[config.mk]
export PLATFORM = sky130hd
export DESIGN_NAME = bit_counter_n
export DESIGN_NICKNAME = d
export VERILOG_FILES = /design/src/rtl/bit_counter_n.sv
export SDC_FILE = /design/constraint.sdc
export NUM_CORES = 1
export LEC_CHECK = 0
export BUFFER_PORTS_ARGS = -buffer_cell sky130_fd_sc_hd__buf_4
export CAP_MARGIN = 15
export CORE_MARGIN = 2
export CORE_UTILIZATION = 35
export DETAILED_ROUTE_END_ITERATION = 16
export MAX_ROUTING_LAYER = met4
export PLACE_DENSITY = 0.65
export SYNTH_ARGS = -nofsm -noshare
export SYNTH_HDL_FRONTEND = slang
export SYNTH_SLANG_ARGS = --single-unit
export TNS_END_PERCENT = 30
[constraint.sdc]
create_clock -name clk -period 2.9 [get_ports clk]
set_clock_uncertainty 0.2 [all_clocks]
set_input_delay 0.29 -clock clk [delete_from_list [all_inputs] [get_ports clk]]
set_output_delay 0.29 -clock clk [all_outputs]
set_load 0.03 [all_outputs]
[src/rtl/bit_counter_n.sv]
// Parametrised up/down bit counter with load, wrap/saturate mode, registered
// terminal-count compare and sticky overflow/underflow flags.
module bit_counter_n #(
    parameter int unsigned WIDTH    = 8,
    parameter int unsigned TERMINAL = 8,
    parameter bit          SATURATE = 1'b0
) (
    input  logic             clk,
    input  logic             reset,
    input  logic             ClearCounter,
    input  logic             LoadCounter,
    input  logic [WIDTH-1:0] LoadValue,
    input  logic             IncCounter,
    input  logic             DecCounter,
    input  logic             ClearFlags,
    output logic [WIDTH-1:0] Count,
    output logic             AtTerminal,
    output logic             Overflow,
    output logic             Underflow
);

    localparam logic [WIDTH-1:0] TERM      = TERMINAL[WIDTH-1:0];
    localparam logic [WIDTH-1:0] MAX_COUNT = '1;
    localparam logic             TERM_RST  = (TERM == '0);

    logic [WIDTH-1:0] cnt_next;
    logic             ov_next;
    logic             un_next;
    logic [WIDTH-1:0] inc_sum;
    logic [WIDTH-1:0] dec_diff;
    logic             carry;
    logic             borrow;

    assign {carry, inc_sum}   = {1'b0, Count} + {{WIDTH{1'b0}}, 1'b1};
    assign {borrow, dec_diff} = {1'b0, Count} - {{WIDTH{1'b0}}, 1'b1};

    // Flag clear is applied first so that a same-edge overflow/underflow
    // event overrides it.
    always_comb begin
        cnt_next = Count;
        ov_next  = Overflow;
        un_next  = Underflow;
        if (ClearCounter) begin
            cnt_next = '0;
            ov_next  = 1'b0;
            un_next  = 1'b0;
        end else begin
            if (ClearFlags) begin
                ov_next = 1'b0;
                un_next = 1'b0;
            end
            if (LoadCounter) begin
                cnt_next = LoadValue;
            end else if (IncCounter && !DecCounter) begin
                if (carry) begin
                    ov_next  = 1'b1;
                    cnt_next = SATURATE ? MAX_COUNT : inc_sum;
                end else begin
                    cnt_next = inc_sum;
                end
            end else if (DecCounter && !IncCounter) begin
                if (borrow) begin
                    un_next  = 1'b1;
                    cnt_next = SATURATE ? '0 : dec_diff;
                end else begin
                    cnt_next = dec_diff;
                end
            end
        end
    end

    always_ff @(posedge clk or negedge reset) begin
        if (!reset) begin
            Count      <= '0;
            AtTerminal <= TERM_RST;
            Overflow   <= 1'b0;
            Underflow  <= 1'b0;
        end else begin
            Count      <= cnt_next;
            AtTerminal <= (cnt_next == TERM);
            Overflow   <= ov_next;
            Underflow  <= un_next;
        end
    end

endmodule

# [Word-level counts from Yosys, hierarchy flattened]
# Index checks and enable logic that the tools add are counted.
# Widths: inputs -> output; s select.
[word_totals] ff_bits=11 inputBits=15 output_inout_bits=11
[classes] n_addsub=2 n_eq_ne=1 muxes=15 n_reduce_logical=4
[ops] cell="$mux 8" n=4
[ops] cell="$mux 1" n=11
[ops] cell="$add 8x1->9 const B" n=1
[ops] cell="$sub 8x1->9 const B" n=1
[ops] cell="$eq 8x4->1 const B" n=1
[ops] cell="$logic_and 1x1->1" n=2
[ops] cell="$logic_not 1->1" n=2

# [Depth between registers and ports, before layout]
[logic_depth] depth_word=7 ltp_mapped=7

# [Least setup slack after synthesis]
# OpenSTA, ideal clock, no wires.
[synth_path] kind="register to register" from="register Count[3]" to="register AtTerminal" setup_time_ns=0.096 arrival_ns=1.926 required_time_ns=2.604 setup_slack_ns=0.678 stages_incl_launch_ff=6 synth_period_minus_slack_ns=2.222 path_cell_list="dfrtp_1 > or4b_4 > nor4b_2 > o21ai_1 > a31o_1 > nor4_2"
[synth_between] elab_chain_cells=6 elab_cells_between_ends=7 classes_between="2 x add/sub; 1 x eq/ne; 4 x mux"
[synth_lines] element="start: declaration" line_no="16" rtl="output logic [WIDTH-1:0] Count,"
[synth_lines] element="start signal: assignment" line_no="79" rtl="Count <= cnt_next;"
[synth_lines] element="$sub 8x1->9" line_no="35" rtl="assign {borrow, dec_diff} = {1'b0, Count} - {{WIDTH{1'b0}}, 1'b1};"
[synth_lines] element="$mux 8" line_no="61" rtl="end else if (DecCounter && !IncCounter) begin"
[synth_lines] element="$mux 8 (*)" line_no="54" rtl="end else if (IncCounter && !DecCounter) begin"
[synth_lines] element="$mux 8 (*)" line_no="52" rtl="if (LoadCounter) begin"
[synth_lines] element="$mux 8 (*)" line_no="43" rtl="if (ClearCounter) begin"
[synth_lines] element="net cnt_next[6]" line_no="26" rtl="logic [WIDTH-1:0] cnt_next;"
[synth_lines] element="$eq 8x4->1 (*)" line_no="80" rtl="AtTerminal <= (cnt_next == TERM);"
[synth_lines] element="end signal: assignment" line_no="80"
[synth_lines] element="end: declaration" line_no="17" rtl="output logic AtTerminal,"
# Mark *: on every way through the listed nets, which the timed path passes. The rest lies on a longest branch.

# [Worst setup path after layout]
[layout_path] from="register Count[2]" to="register AtTerminal"
# Same word-level chain as after synthesis.

==> summary.md <==
| Metric | Value |
|---|---|
| Via count of the first global-routing pass | `805` |
| Max-cap violation count | `0` |
| Most instantiated flip-flop cell in the synthesis netlist | `dfrtp_1` |
| Number of flops mapped to enable cells by yosys | `0` |
| Final count of pins violating max slew | `0` |
| Number of placed instances, taps included | `153` |
| Sequential share of the synthesized area | `30.60%` |
| Number of library cell types mapped by synthesis | `47` |
| Fin nets | `146` |
| Fraction of power consumed by combinational cells | `32.0%` |
| Sum Neg Setup Slack | `0 ns` |
| Maximum count of clock buffers along a single path | `2` |
| Largest area contributor in the synthesized netlist | `dfrtp_1` |
| Average vias per placed instance | `5.646` |
| Highest net fanout along the worst path | `9` |
| Area fraction of the dominant cell type after synthesis | `30.60%` |
| Hold Startpoint | `ClearFlags` |
| Sw frac | `34.39%` |
| Layout overhead on the synthesized area | `23.09%` |
| Layout cells sized above 1 | `29.69%` |
| Clock share of power | `25.2%` |
| Starting DRC count in detailed routing | `19` |
| Final critical-path setup slack | `0.6813 ns` |
| Setup Viol. Count Final | `0` |
| Insertion delay of the later-clocked pin in the worst-skew pair | `0.27 ns` |
| RSZ-0062 raised after global routing | `false` |
| Fraction of power consumed by sequential logic | `42.7%` |
| Cell at the root of the clock tree | `clkbuf_4` |
| Cell Count, Final, Fillers Out | `158` |
| Core region area | `0.002455 mm^2` |
| Post-route clock period utilization | `76.51%` |
| CTS H-tree depth | `1` |
| Wire per inst | `15.32 um` |
| Synth Warn # | `0` |
| Power consumption | `0.4206 mW` |
| DRC Markers | `0` |
| Worst setup path category | `reg -> reg` |
| Final standard cell utilization of the core | `45.11%` |
| Number of flip-flops and latches in the synthesized netlist | `11` |
| Post-detailed-route count of antenna-violating nets | `0` |
| Max transition margin | `57.40%` |
| Vias after detailed routing | `892` |
| Number of clock sinks seen by CTS | `11` |
| I/O pin total | `26` |
| TritonCTS clock tree | `built` |
| Die H | `54.70 um` |
| Launch point of the critical path | `Count[2]` |
| Worst setup EP type | `register` |
| Number of detailed-route iterations in the first pass | `4` |
| Actual slew at the worst max-slew pin | `0.6310 ns` |
| Post-synthesis area per instance | `8.650 um^2` |
| Cells after Synth | `104` |
| Total count of hold-check failures in the final report | `0` |
| Initial antenna violation count | `0` |
| Cell area power density | `379.9 mW/mm^2` |
| Required time at the worst-slack endpoint | `2.88 ns` |
| Die extent in x | `54.70 um` |
| Internal power | `0.2760 mW` |
| Static power due to leakage | `0.4824 nW` |
| Number of buffers created by CTS | `3` |
| RePlAce Congestion | `0.9180` |
| Reg2reg start | `Count[2]` |
| Largest net degree at the start of global routing | `23` |
| Worst hold margin | `0.07239 ns` |
| Status | `finished, final reports clean` |
| Worst hold path class | `in -> reg` |
| Synth top area cells | `dfrtp_1, nand2_1, nor3_1` |
| Wire length of the first global-routing pass | `3795 um` |
| Minimum clock period after layout | `2.219 ns` |
| Area enclosed by the die boundary | `0.002992 mm^2` |
| Fmax | `450.7 MHz` |
| Finished layout cell area | `0.001107 mm^2` |
| Post-detailed-routing wire length | `2420 um` |
| Grt total ovfl | `0` |
| Fraction of registers with async set/reset | `100.0%` |
| Sw power | `0.1446 mW` |
| Antenna Diode Count | `0` |
| Clock transition at the register clock pins on the worst setup and hold paths after CTS | `0.07 ns` |
| Number of nets in the synthesized netlist | `121` |
| Effective utilization at floorplan | `36.65%` |
| Buffers inserted during post-CTS setup optimization | `0` |
| Count of buffers from port buffering | `25` |
| Pre-CTS setup slack | `0.7012 ns` |
| HPWL Detailed | `1826 um` |
| Placement Cell Area | `0.001071 mm^2` |
| Number of placement rows | `18` |
| Overall global routing resource usage | `18.19%` |
| Post-cts gate resize count | `0` |
| VDD IR-drop max | `0.3187 mV` |
| Crit path DAT | `2.19 ns` |
| Total standard cell area after synthesis | `899.6 um^2` |
| CP Launch Type | `register` |
-- synthesized netlist by cell type (all sizes together), types with 2 or more instances --
| master | n |
|---|---|
| a21oi | 3 |
| nor3 | 7 |
| nand3 | 3 |
| or3 | 4 |
| mux2i | 2 |
| nor4b | 2 |
| o211ai | 2 |
| buf | 5 |
| and3b | 2 |
| nand2 | 10 |
| o21ai | 4 |
| o221ai | 2 |
| nand3b | 3 |
| nor2 | 8 |
| nand2b | 5 |
| or3b | 2 |
| nor4 | 3 |
| ha | 2 |
| dfrtp | 11 |
| inv | 4 |
| xnor2 | 2 |
-- cell usage in the layout, fill, tap and decap left out, drive strengths merged, types with 3 or more instances in the layout --
cell type | synthesis | layout
a21oi | 3 | 3
buf | 5 | 25
clkbuf | 1 | 4
dfrtp | 11 | 11
inv | 4 | 4
nand2 | 10 | 10
nand2b | 5 | 5
nand3 | 3 | 3
nand3b | 3 | 3
nor2 | 8 | 8
nor3 | 7 | 7
nor4 | 3 | 3
o21ai | 4 | 4
or3 | 4 | 4
-- critical path: stages (launching register included) --
cell and delay (ns):
dfrtp_1 0.47, or4b_4 0.58, nor4b_2 0.29, o21ai_1 0.09, a31o_1 0.23, nor4_2 0.26
-- layer usage --
layer	vias up	share of wire, %	global-route usage, %
met5	-	0	-
met4	0	0.29	2.500
met3	2	7.7	5.738
met2	35	49	29.96
met1	419	43	22.17
li1	436	-	-
-- logic make-up after synthesis --
group,after synthesis,share of synthesized area [%]
simple gates,58,40.06
xor+xnor,2,1.948
mux,2,2.225
fa+ha+maj,2,2.781
buf+inv,10,7.648
flops,11,30.60
compound gates,19,14.74
-- flip-flops by register name (all words and copies together), names as in the netlist --
signal and flops:
AtTerminal 1, Count 8, Overflow 1, Underflow 1
-- power groups by stage --
| stage | Sequential [mW] | Combinational (mW) | Clock [mW] |
|---|---|---|---|
| 6_report | 0.180 | 0.135 | 0.106 |
| 5_1_grt | 0.182 | 0.146 | 0.122 |
| 4_1_cts | 0.179 | 0.135 | 0.110 |
| 3_5_place_dp | 0.182 | 0.133 | 0 |
| 3_3_place_gp | 0.182 | 0.132 | 0 |
| 2_1_floorplan | 0.197 | 0.0723 | 0 |
-- timing repair --
item                       in CTS  in global routing
hold buffers                    1                  0
setup endpoints to repair       0                  0
hold endpoints to repair       11                  0
-- area by class of cell --
cell class / count / area (um^2)
Timing Repair Buffer: 26 / 197.7
Clock buffer: 4 / 26.28
Multi-Input combinational cell: 83 / 555.5
Tap cell: 30 / 37.54
Inverter: 4 / 15.01
Sequential cell: 11 / 275.3
Fill cell: 248 / 1348
-- worst paths after layout --
check	endpoint	slack (ns)	cells past startpoint
max	AtTerminal	0.68	5
min in group asynchronous	Overflow	0.19	2
min	Overflow	0.07	3
min reg2reg	Overflow	0.34	2
max reg2reg	AtTerminal	0.68	5
max in group asynchronous	Count[5]	2.16	2
Power figures use the tool's default switching activity.
